`config.mk`:
```
export PLATFORM = sky130hd
export DESIGN_NAME = bcd_counter_disp
export DESIGN_NICKNAME = d
export VERILOG_FILES = /design/src/rtl/bcd_counter_disp.sv
export SDC_FILE = /design/constraint.sdc
export NUM_CORES = 1
export LEC_CHECK = 0
export ABC_AREA = 1
export CAP_MARGIN = 10
export CELL_PAD_IN_SITES_DETAIL_PLACEMENT = 0
export CELL_PAD_IN_SITES_GLOBAL_PLACEMENT = 1
export CORE_AREA = 10 10 110 112
export CTS_CLUSTER_SIZE = 25
export DETAILED_ROUTE_END_ITERATION = 8
export DIE_AREA = 0 0 120 122
export GPL_TIMING_DRIVEN = 0
export PLACE_DENSITY = 0.86
export SKIP_CTS_REPAIR_TIMING = 1
export SYNTH_ARGS = -nofsm -noshare
export SYNTH_HDL_FRONTEND = slang
export SYNTH_SLANG_ARGS = --single-unit
```
`constraint.sdc`:
```
create_clock -name clk_50 -period 2.6 [get_ports clk_50]
set_input_delay 0.78 -clock clk_50 [delete_from_list [all_inputs] [get_ports clk_50]]
set_output_delay 0.78 -clock clk_50 [all_outputs]
set_load 0.005 [all_outputs]
```
`src/rtl/bcd_counter_disp.sv`:
```
// Programmable tick divider driving a DIGITS-wide BCD up/down counter with
// synchronous load, wrap/borrow carry and per-digit 7-segment encoding.
module bcd_counter_disp #(
    parameter int CLK_HZ         = 50000000,
    parameter int TICK_HZ        = 1,
    parameter int DIGITS         = 4,
    parameter int SEG_ACTIVE_LOW = 0
) (
    input  logic                  clk_50,
    input  logic                  clr,
    input  logic                  en,
    input  logic                  up,
    input  logic                  load,
    input  logic [4*DIGITS-1:0]   load_val,
    output logic [4*DIGITS-1:0]   bcd,
    output logic [7*DIGITS-1:0]   hex,
    output logic                  tick,
    output logic                  carry
);

    localparam int DIV = CLK_HZ / TICK_HZ;
    localparam int DW  = (DIV > 1) ? $clog2(DIV) : 1;
    localparam logic [DW-1:0] DIV_LAST = DW'(DIV - 1);

    generate
        if (DIV < 2 || DIGITS < 1 || DIGITS > 8) begin : g_bad_param
            $error("bcd_counter_disp: need CLK_HZ/TICK_HZ >= 2 and DIGITS in 1..8");
        end
    endgenerate

    logic [DW-1:0]       div_cnt;
    logic                step;
    logic [4*DIGITS-1:0] bcd_next;
    logic [4*DIGITS-1:0] load_clean;
    logic                wrap;
    logic [7*DIGITS-1:0] hex_raw;

    assign step = en && (div_cnt == DIV_LAST);

    // Ripple the +/-1 through the digits; wrap is the carry/borrow out of the top digit.
    always_comb begin
        logic       prop;
        logic [3:0] d;
        bcd_next   = '0;
        load_clean = '0;
        prop       = 1'b1;
        d          = '0;
        for (int unsigned i = 0; i < DIGITS; i++) begin
            d = bcd[4*i +: 4];
            if (prop) begin
                if (up) begin
                    if (d >= 4'd9) begin
                        bcd_next[4*i +: 4] = 4'd0;
                    end else begin
                        bcd_next[4*i +: 4] = d + 4'd1;
                        prop = 1'b0;
                    end
                end else begin
                    if (d == 4'd0) begin
                        bcd_next[4*i +: 4] = 4'd9;
                    end else begin
                        bcd_next[4*i +: 4] = d - 4'd1;
                        prop = 1'b0;
                    end
                end
            end else begin
                bcd_next[4*i +: 4] = d;
            end
            load_clean[4*i +: 4] = (load_val[4*i +: 4] > 4'd9) ? 4'd0 : load_val[4*i +: 4];
        end
        wrap = prop;
    end

    always_ff @(posedge clk_50 or posedge clr) begin
        if (clr) begin
            div_cnt <= '0;
            bcd     <= '0;
            tick    <= 1'b0;
            carry   <= 1'b0;
        end else if (load) begin
            div_cnt <= '0;
            bcd     <= load_clean;
            tick    <= 1'b0;
            carry   <= 1'b0;
        end else begin
            tick  <= 1'b0;
            carry <= 1'b0;
            if (en) begin
                if (step) begin
                    div_cnt <= '0;
                    bcd     <= bcd_next;
                    tick    <= 1'b1;
                    carry   <= wrap;
                end else begin
                    div_cnt <= div_cnt + 1'b1;
                end
            end
        end
    end

    always_comb begin
        hex_raw = '0;
        for (int unsigned i = 0; i < DIGITS; i++) begin
            case (bcd[4*i +: 4])
                4'd0:    hex_raw[7*i +: 7] = 7'b0111111;
                4'd1:    hex_raw[7*i +: 7] = 7'b0000110;
                4'd2:    hex_raw[7*i +: 7] = 7'b1011011;
                4'd3:    hex_raw[7*i +: 7] = 7'b1001111;
                4'd4:    hex_raw[7*i +: 7] = 7'b1100110;
                4'd5:    hex_raw[7*i +: 7] = 7'b1101101;
                4'd6:    hex_raw[7*i +: 7] = 7'b1111101;
                4'd7:    hex_raw[7*i +: 7] = 7'b0000111;
                4'd8:    hex_raw[7*i +: 7] = 7'b1111111;
                4'd9:    hex_raw[7*i +: 7] = 7'b1101111;
                default: hex_raw[7*i +: 7] = 7'b0000000;
            endcase
        end
    end

    assign hex = (SEG_ACTIVE_LOW != 0) ? ~hex_raw : hex_raw;

endmodule

```
==> results.sh, run 1 <==
export IMPL_cp_arrival_ns=1.76
export IMPL_dp_hpwl_microns=9030
export IMPL_r2r_slack_ns=0.77
export IMPL_wl_microns=12400
export IMPL_required_ns=1.82
export IMPL_crit_family="buffers and inverters"
export IMPL_fin_nets=751
export IMPL_final_cells=836
export IMPL_slew_headroom_pct=62.4
export IMPL_fp_dieW_microns=120
export IMPL_io_pins=67
export IMPL_path_max_fanout=7
export IMPL_firstDrtPassIters=5
export IMPL_yosys_area_share_simple_pct=39.1
export IMPL_cts_max_path_buffers=2
export IMPL_grt_first_pass_wirelength_microns=19700
export IMPL_grt_max_degree=33
export IMPL_clk_pin_slew_ns=0.10
export IMPL_critPathBufInv=2
export IMPL_finalSetupTns_ns=0
export IMPL_end_kind="primary output"
export IMPL_critPathKind="reg2out"
export IMPL_post_route_period_util_pct=97.5
export IMPL_timing_fmax_mhz=394
export IMPL_synth_compound_area_share_pct=12.0
export IMPL_ant_nets=0
export IMPL_setup_viol=0
export IMPL_finClkSkew_ns=0.00664
export IMPL_cap_violations=0
export IMPL_synth_xor_xnor_area_share_pct=2.22
export IMPL_die_h_microns=122
export IMPL_fill_cells=1012
export IMPL_synthDistinctLibCells=38
export IMPL_min_delay_start="div_cnt[0]"
export IMPL_status="finished, final reports clean"
export IMPL_drc_errors=0
export IMPL_ys_warn_count=0
export IMPL_muxShareOfSynthArea_pct=0
export IMPL_synth_fa_ha_area_share_pct=9.84
export IMPL_final_area_sq_um=5380
export IMPL_row_count=37
export IMPL_drt_iter0_markers=296
export IMPL_clock_sinks=44
export IMPL_synth_seq_cells=44
export IMPL_clock_latency_ns=0.30
export IMPL_final_util_pct=53.5
export IMPL_antenna_found_initial=0
export IMPL_clockRootBuffer="clkbuf_8"
export IMPL_place_gp_congestion=0.886
export IMPL_syn_inst=589
export IMPL_drive_gt1_share_pct=18.9
export IMPL_yosysSeqAreaShare_pct=27.9
export IMPL_areaGrowthSynthToFinish_pct=36.4
export IMPL_start_util_pct=39.2
export IMPL_numCtsBuffers=5
export IMPL_cp_cell_sequence="buf_4, nor2_4, nor2_2, a21oi_2, clkdlybuf4s50_1"
export IMPL_maxSlewViolCount=0
export IMPL_h_tree_depth=2
export IMPL_leakagePower_uw=0.00256
export IMPL_crit_path_start_kind="register"
export IMPL_p_per_area_nw_per_um2=602
export IMPL_placed_area_sq_um=4770
export IMPL_hold_violations=0
export IMPL_syn_nets=641
export IMPL_synth_top_family_by_area="simple AND/OR/NAND/NOR gates"
export IMPL_grt_pass1_vias=4064
export IMPL_tritoncts="yes"
export IMPL_avgSynthCellArea_sq_um=6.69
export IMPL_wl_per_cell_microns=14.8
export IMPL_reg2reg_from="bcd[0]"
export IMPL_ir_drop_uv=449
export IMPL_worstHoldPathType="reg2reg"
export IMPL_dr_total_vias=4296
export IMPL_syn_area_sq_um=3940
export IMPL_fp_coreArea_sq_um=10000
export IMPL_grt_ovfl_total=0
export IMPL_place_inst=790
export IMPL_critPathMaxStageDelay_ns=0.51
export IMPL_layout_min_cycle_time_ns=2.54
export IMPL_crit_path_start="bcd[13]"
export IMPL_viasPerCell=5.14
export IMPL_n_antenna_cell=0
export IMPL_tightest_slew_ns=0.564
export IMPL_die_area_sq_um=14600
export IMPL_crit_slowest_cell="clkdlybuf4s50_1"
export IMPL_grtUsageTotal_pct=16.0
export IMPL_place_port_buffers=64
## report_power, final
group	leakage (uW)	internal (uW)	switching [uW]
sequential	0.000582	748	99.9
clock	0.0000548	290	265
combinational	0.00192	941	895
## cells in the final DEF, fill, tap and decap left out, types with 11 or more instances in the layout
master / instances
a21oi_1: 24
buf_4: 47
clkdlybuf4s50_1: 40
dfrtp_1: 34
dlymetal6s2s_1: 24
ha_1: 26
inv_1: 43
inv_2: 12
nand2_1: 157
nand3_1: 57
nand4_1: 11
nor2_1: 68
nor3_1: 12
o21ai_0: 30
## worst reg2reg max path: stages (launching register included)
cell,delay [ns]
dfrtp_2,0.50
inv_4,0.12
ha_1,0.20
inv_1,0.05
nor2_1,0.13
nand2_1,0.09
nand3_1,0.12
nand2_1,0.09
nand3_1,0.13
nand2_2,0.10
nand2_1,0.14
nand2_1,0.06
nand2_1,0.05
## final timing paths
check | to | depth (start not counted)
worst max-delay path | hex[23] | 5
worst min-delay path | div_cnt[0] | 1
worst max register to register | bcd[12] | 12
worst min register to register | div_cnt[0] | 1
max in group asynchronous | bcd[1] | 3
min in group asynchronous | bcd[15] | 2
## sequential cells by signal, summed over array words and instances, names as in the netlist
| name | count |
|---|---|
| tick | 1 |
| div_cnt | 26 |
| carry | 1 |
| bcd | 16 |
## synthesized netlist by cell type
master | instances | area share, %
buf_4 | 8 | 1.5
a21oi_1 | 25 | 3.2
nor2_1 | 74 | 7.0
a21o_1 | 1 | 0.19
o21ai_1 | 4 | 0.51
a211oi_1 | 1 | 0.19
nor3_1 | 12 | 1.5
nor2_4 | 5 | 1.4
nand2_8 | 1 | 0.51
nand2_4 | 2 | 0.57
nand2_2 | 5 | 0.79
xor2_1 | 5 | 1.1
inv_2 | 7 | 0.67
nor3_2 | 3 | 0.76
o21ai_0 | 32 | 4.1
a31oi_1 | 8 | 1.3
ha_1 | 31 | 9.8
buf_2 | 2 | 0.25
nand4_1 | 11 | 1.7
nand3_1 | 57 | 7.2
xnor2_1 | 5 | 1.1
nand2_1 | 160 | 15
o211ai_1 | 7 | 1.3
or2_2 | 5 | 0.79
nand3b_1 | 1 | 0.19
o22ai_1 | 2 | 0.32
a21oi_2 | 1 | 0.22
nor2_2 | 4 | 0.63
clkbuf_1 | 4 | 0.38
buf_12 | 1 | 0.51
dfrtp_1 | 44 | 28
a22o_1 | 1 | 0.22
clkinv_2 | 1 | 0.13
nand3_4 | 1 | 0.44
inv_1 | 54 | 5.1
nor3b_1 | 1 | 0.19
o211a_1 | 2 | 0.51
buf_6 | 1 | 0.29
## layout make-up
class / instances / area, sq um / share of cell area (%)
multi-input cells: 467 / 2590 / 48.2
flip-flops and latches: 44 / 1110 / 20.7
repair buffers: 104 / 1010 / 18.9
inverters: 62 / 253 / 4.70
well taps: 136 / 170 / 3.16
plain buffers: 15 / 119 / 2.21
clock buffers: 5 / 68.8 / 1.28
clock inverters: 3 / 46.3 / 0.861
## metal layers
layer | vias up | GRT usage (%) | routed length [microns]
li1 | 2136 | - | -
met4 | 0 | 1.96 | 62
met5 | - | 0 | 0
met3 | 8 | 4.16 | 833
met2 | 127 | 29.4 | 6310
met1 | 2025 | 18.8 | 5200
## cell families (layout without fill, tap and decap cells)
group           Yosys count  count (layout)
xor+xnor                 10              10
flops                    44              44
simple gates            342             342
fa+ha+maj                31              31
compound gates           84              84
buf+inv                  78             189
## metrics by stage
stage	hold WS [ns]	setup WS (ns)	total power (uW)
floorplan	0.487	0.526	1670
global placement	0.515	-0.272	2400
detailed placement	0.532	-0.155	2410
CTS	0.547	-0.495	2990
global route	0.578	-0.0236	3500
finish	0.538	0.0639	3240
No activity file was read; power rests on OpenSTA's default activity.
==> run 2: changes to the inputs <==
--- a/config.mk
+++ b/config.mk
@@ -13,7 +13,7 @@
 export CTS_CLUSTER_SIZE = 25
 export DETAILED_ROUTE_END_ITERATION = 8
 export DIE_AREA = 0 0 120 122
-export GPL_TIMING_DRIVEN = 0
+export MAX_ROUTING_LAYER = met4
 export PLACE_DENSITY = 0.86
 export SKIP_CTS_REPAIR_TIMING = 1
 export SYNTH_ARGS = -nofsm -noshare
==> run 2 against run 1 <==
Compared with the run above: sequential share of layout area rose by 0.51 points; final cell count is 1.6% lower; core utilization fell by 1.6 points; critical path type unchanged; first-iteration DRC count rose by 21%; die area did not move; clock skew is 0.0015 ns higher; global-route usage is 0.22 points higher; routed wire length is 4.0% lower.
==> results.sh, run 2 (synthesis gave the netlist of run 1 again) <==
export IMPL_top_regs="div_cnt x26, bcd x16"
export IMPL_drc_errors=0
export IMPL_mostFrequentLayoutCells="nand2_1, nor2_1, nand3_1"
export IMPL_clockRootBuffer="clkbuf_8"
export IMPL_final_common_cell="nand2_1"
export IMPL_fin_nets=738
export IMPL_h_tree_depth=2
export IMPL_post_route_period_util_pct=98.1
export IMPL_die_h_microns=122
export IMPL_cp_arrival_ns=1.77
export IMPL_antenna_found_initial=1
export IMPL_reg2reg_from="bcd[5]"
export IMPL_viasPerCell=5.11
export IMPL_timing_fmax_mhz=392
export IMPL_worstHoldPathType="reg2reg"
export IMPL_rsz0062_at_grt="yes"
export IMPL_rr_worst_depth=12
export IMPL_areaGrowthSynthToFinish_pct=32.2
export IMPL_fill_cells=1037
export IMPL_dr_total_vias=4204
export IMPL_wl_microns=11900
export IMPL_place_port_buffers=66
export IMPL_numCtsBuffers=5
export IMPL_tightest_slew_ns=0.395
export IMPL_dp_hpwl_microns=9190
export IMPL_fp_dieW_microns=120
export IMPL_finClkSkew_ns=0.00816
export IMPL_layout_min_cycle_time_ns=2.55
export IMPL_r2r_end="bcd[12]"
export IMPL_clk_pin_slew_ns=0.09
export IMPL_min_delay_start="div_cnt[0]"
export IMPL_maxSlewViolCount=0
export IMPL_fp_coreArea_sq_um=10000
export IMPL_grt_pass1_vias=4132
export IMPL_clock_latency_ns=0.30
export IMPL_cap_violations=0
export IMPL_r2r_slack_ns=0.79
export IMPL_die_area_sq_um=14600
export IMPL_grt_ovfl_total=0
export IMPL_end_kind="primary output"
export IMPL_place_gp_congestion=0.909
export IMPL_slew_headroom_pct=73.6
export IMPL_finalSetupTns_ns=0
export IMPL_setup_viol=0
export IMPL_ant_nets=0
export IMPL_leakagePower_uw=0.00248
export IMPL_row_count=37
export IMPL_io_pins=67
export IMPL_grt_max_degree=45
export IMPL_grtUsageTotal_pct=16.2
export IMPL_grt_first_pass_wirelength_microns=19500
export IMPL_wl_per_cell_microns=14.5
export IMPL_start_util_pct=39.2
export IMPL_tritoncts="yes"
export IMPL_hold_violations=0
export IMPL_drive_gt1_share_pct=15.9
export IMPL_path_max_fanout=4
export IMPL_min_to="div_cnt[0]"
export IMPL_timing_hold_ws_ns=0.545
export IMPL_firstDrtPassIters=5
export IMPL_clock_sinks=44
export IMPL_min_path_cells=1
export IMPL_required_ns=1.82
export IMPL_ir_drop_uv=406
export IMPL_crit_path_start_kind="register"
export IMPL_status="finished, final reports clean"
export IMPL_p_per_area_nw_per_um2=579
export IMPL_top_register="div_cnt"
export IMPL_critPathKind="reg2out"
export IMPL_largest_reg_flops=26
export IMPL_drt_iter0_markers=358
export IMPL_cts_max_path_buffers=2
==> run 2: cell types whose count changed in the layout (fill, tap and decap cells not counted), sizes merged <==
cell	delta
clkinv	+1
clkinvlp	-1
buf	-12
clkbuf	-2
clkdlybuf4s50	+2
bufinv	-1
diode	+1
dlymetal6s2s	-1
==> run 2: metal layers <==
metal	up-vias	share of wire, %	global-route usage [%]
met4	0	0.86	2.87
met3	12	5.1	3.47
li1	2113	-	-
met1	1986	42	18.5
met2	93	52	28.9
met5	-	0	-
==> run 2: how the worst max path moves through the flow <==
stage	startpoint	to	slack (ns)	depth (start not counted)
final	bcd[13]	hex[22]	0.05	4
after floorplan	bcd[4]	hex[7]	0.53	4
after detailed placement	bcd[5]	hex[7]	0.12	5
after CTS	bcd[5]	hex[7]	-0.23	5
after global routing	bcd[12]	hex[27]	-0.02	6
after global placement	bcd[12]	hex[26]	0.17	6
==> run 2: layout make-up <==
cell class,count,area (sq um),share of cell area [%]
Sequential cell,44,1110,21.2
Antenna cell,1,2.50,0.0480
Inverter,62,236,4.54
Clock inverter,2,12.5,0.240
Multi-Input combinational cell,467,2580,49.6
Clock buffer,5,68.8,1.32
Tap cell,136,170,3.27
Timing Repair Buffer,106,1030,19.8
==> run 2: report_power, final <==
part,internal [uW],switching [uW]
combinational,875,885
sequential,743,73.9
clock,183,255
==> run 2: stage by stage <==
step | cells | power (uW) | cell area, sq um | setup slack, ns | util, %
floorplan | 589 | 1670 | 3940 | 0.526 | -
global placement | 807 | 2510 | 4910 | 0.166 | 48.9
detailed placement | 807 | 2510 | 4910 | 0.123 | 48.9
CTS | 814 | 2970 | 4990 | -0.234 | 49.7
global route | 823 | 3260 | 5210 | -0.0214 | 51.9
finish | 823 | 3020 | 5210 | 0.0491 | 51.9
==> run 2: critical path, stage by stage, from the launching register on <==
cell and delay, ns:
dfrtp_1 0.42, inv_1 0.17, ha_4 0.24, a21oi_1 0.12, clkdlybuf4s50_1 0.52
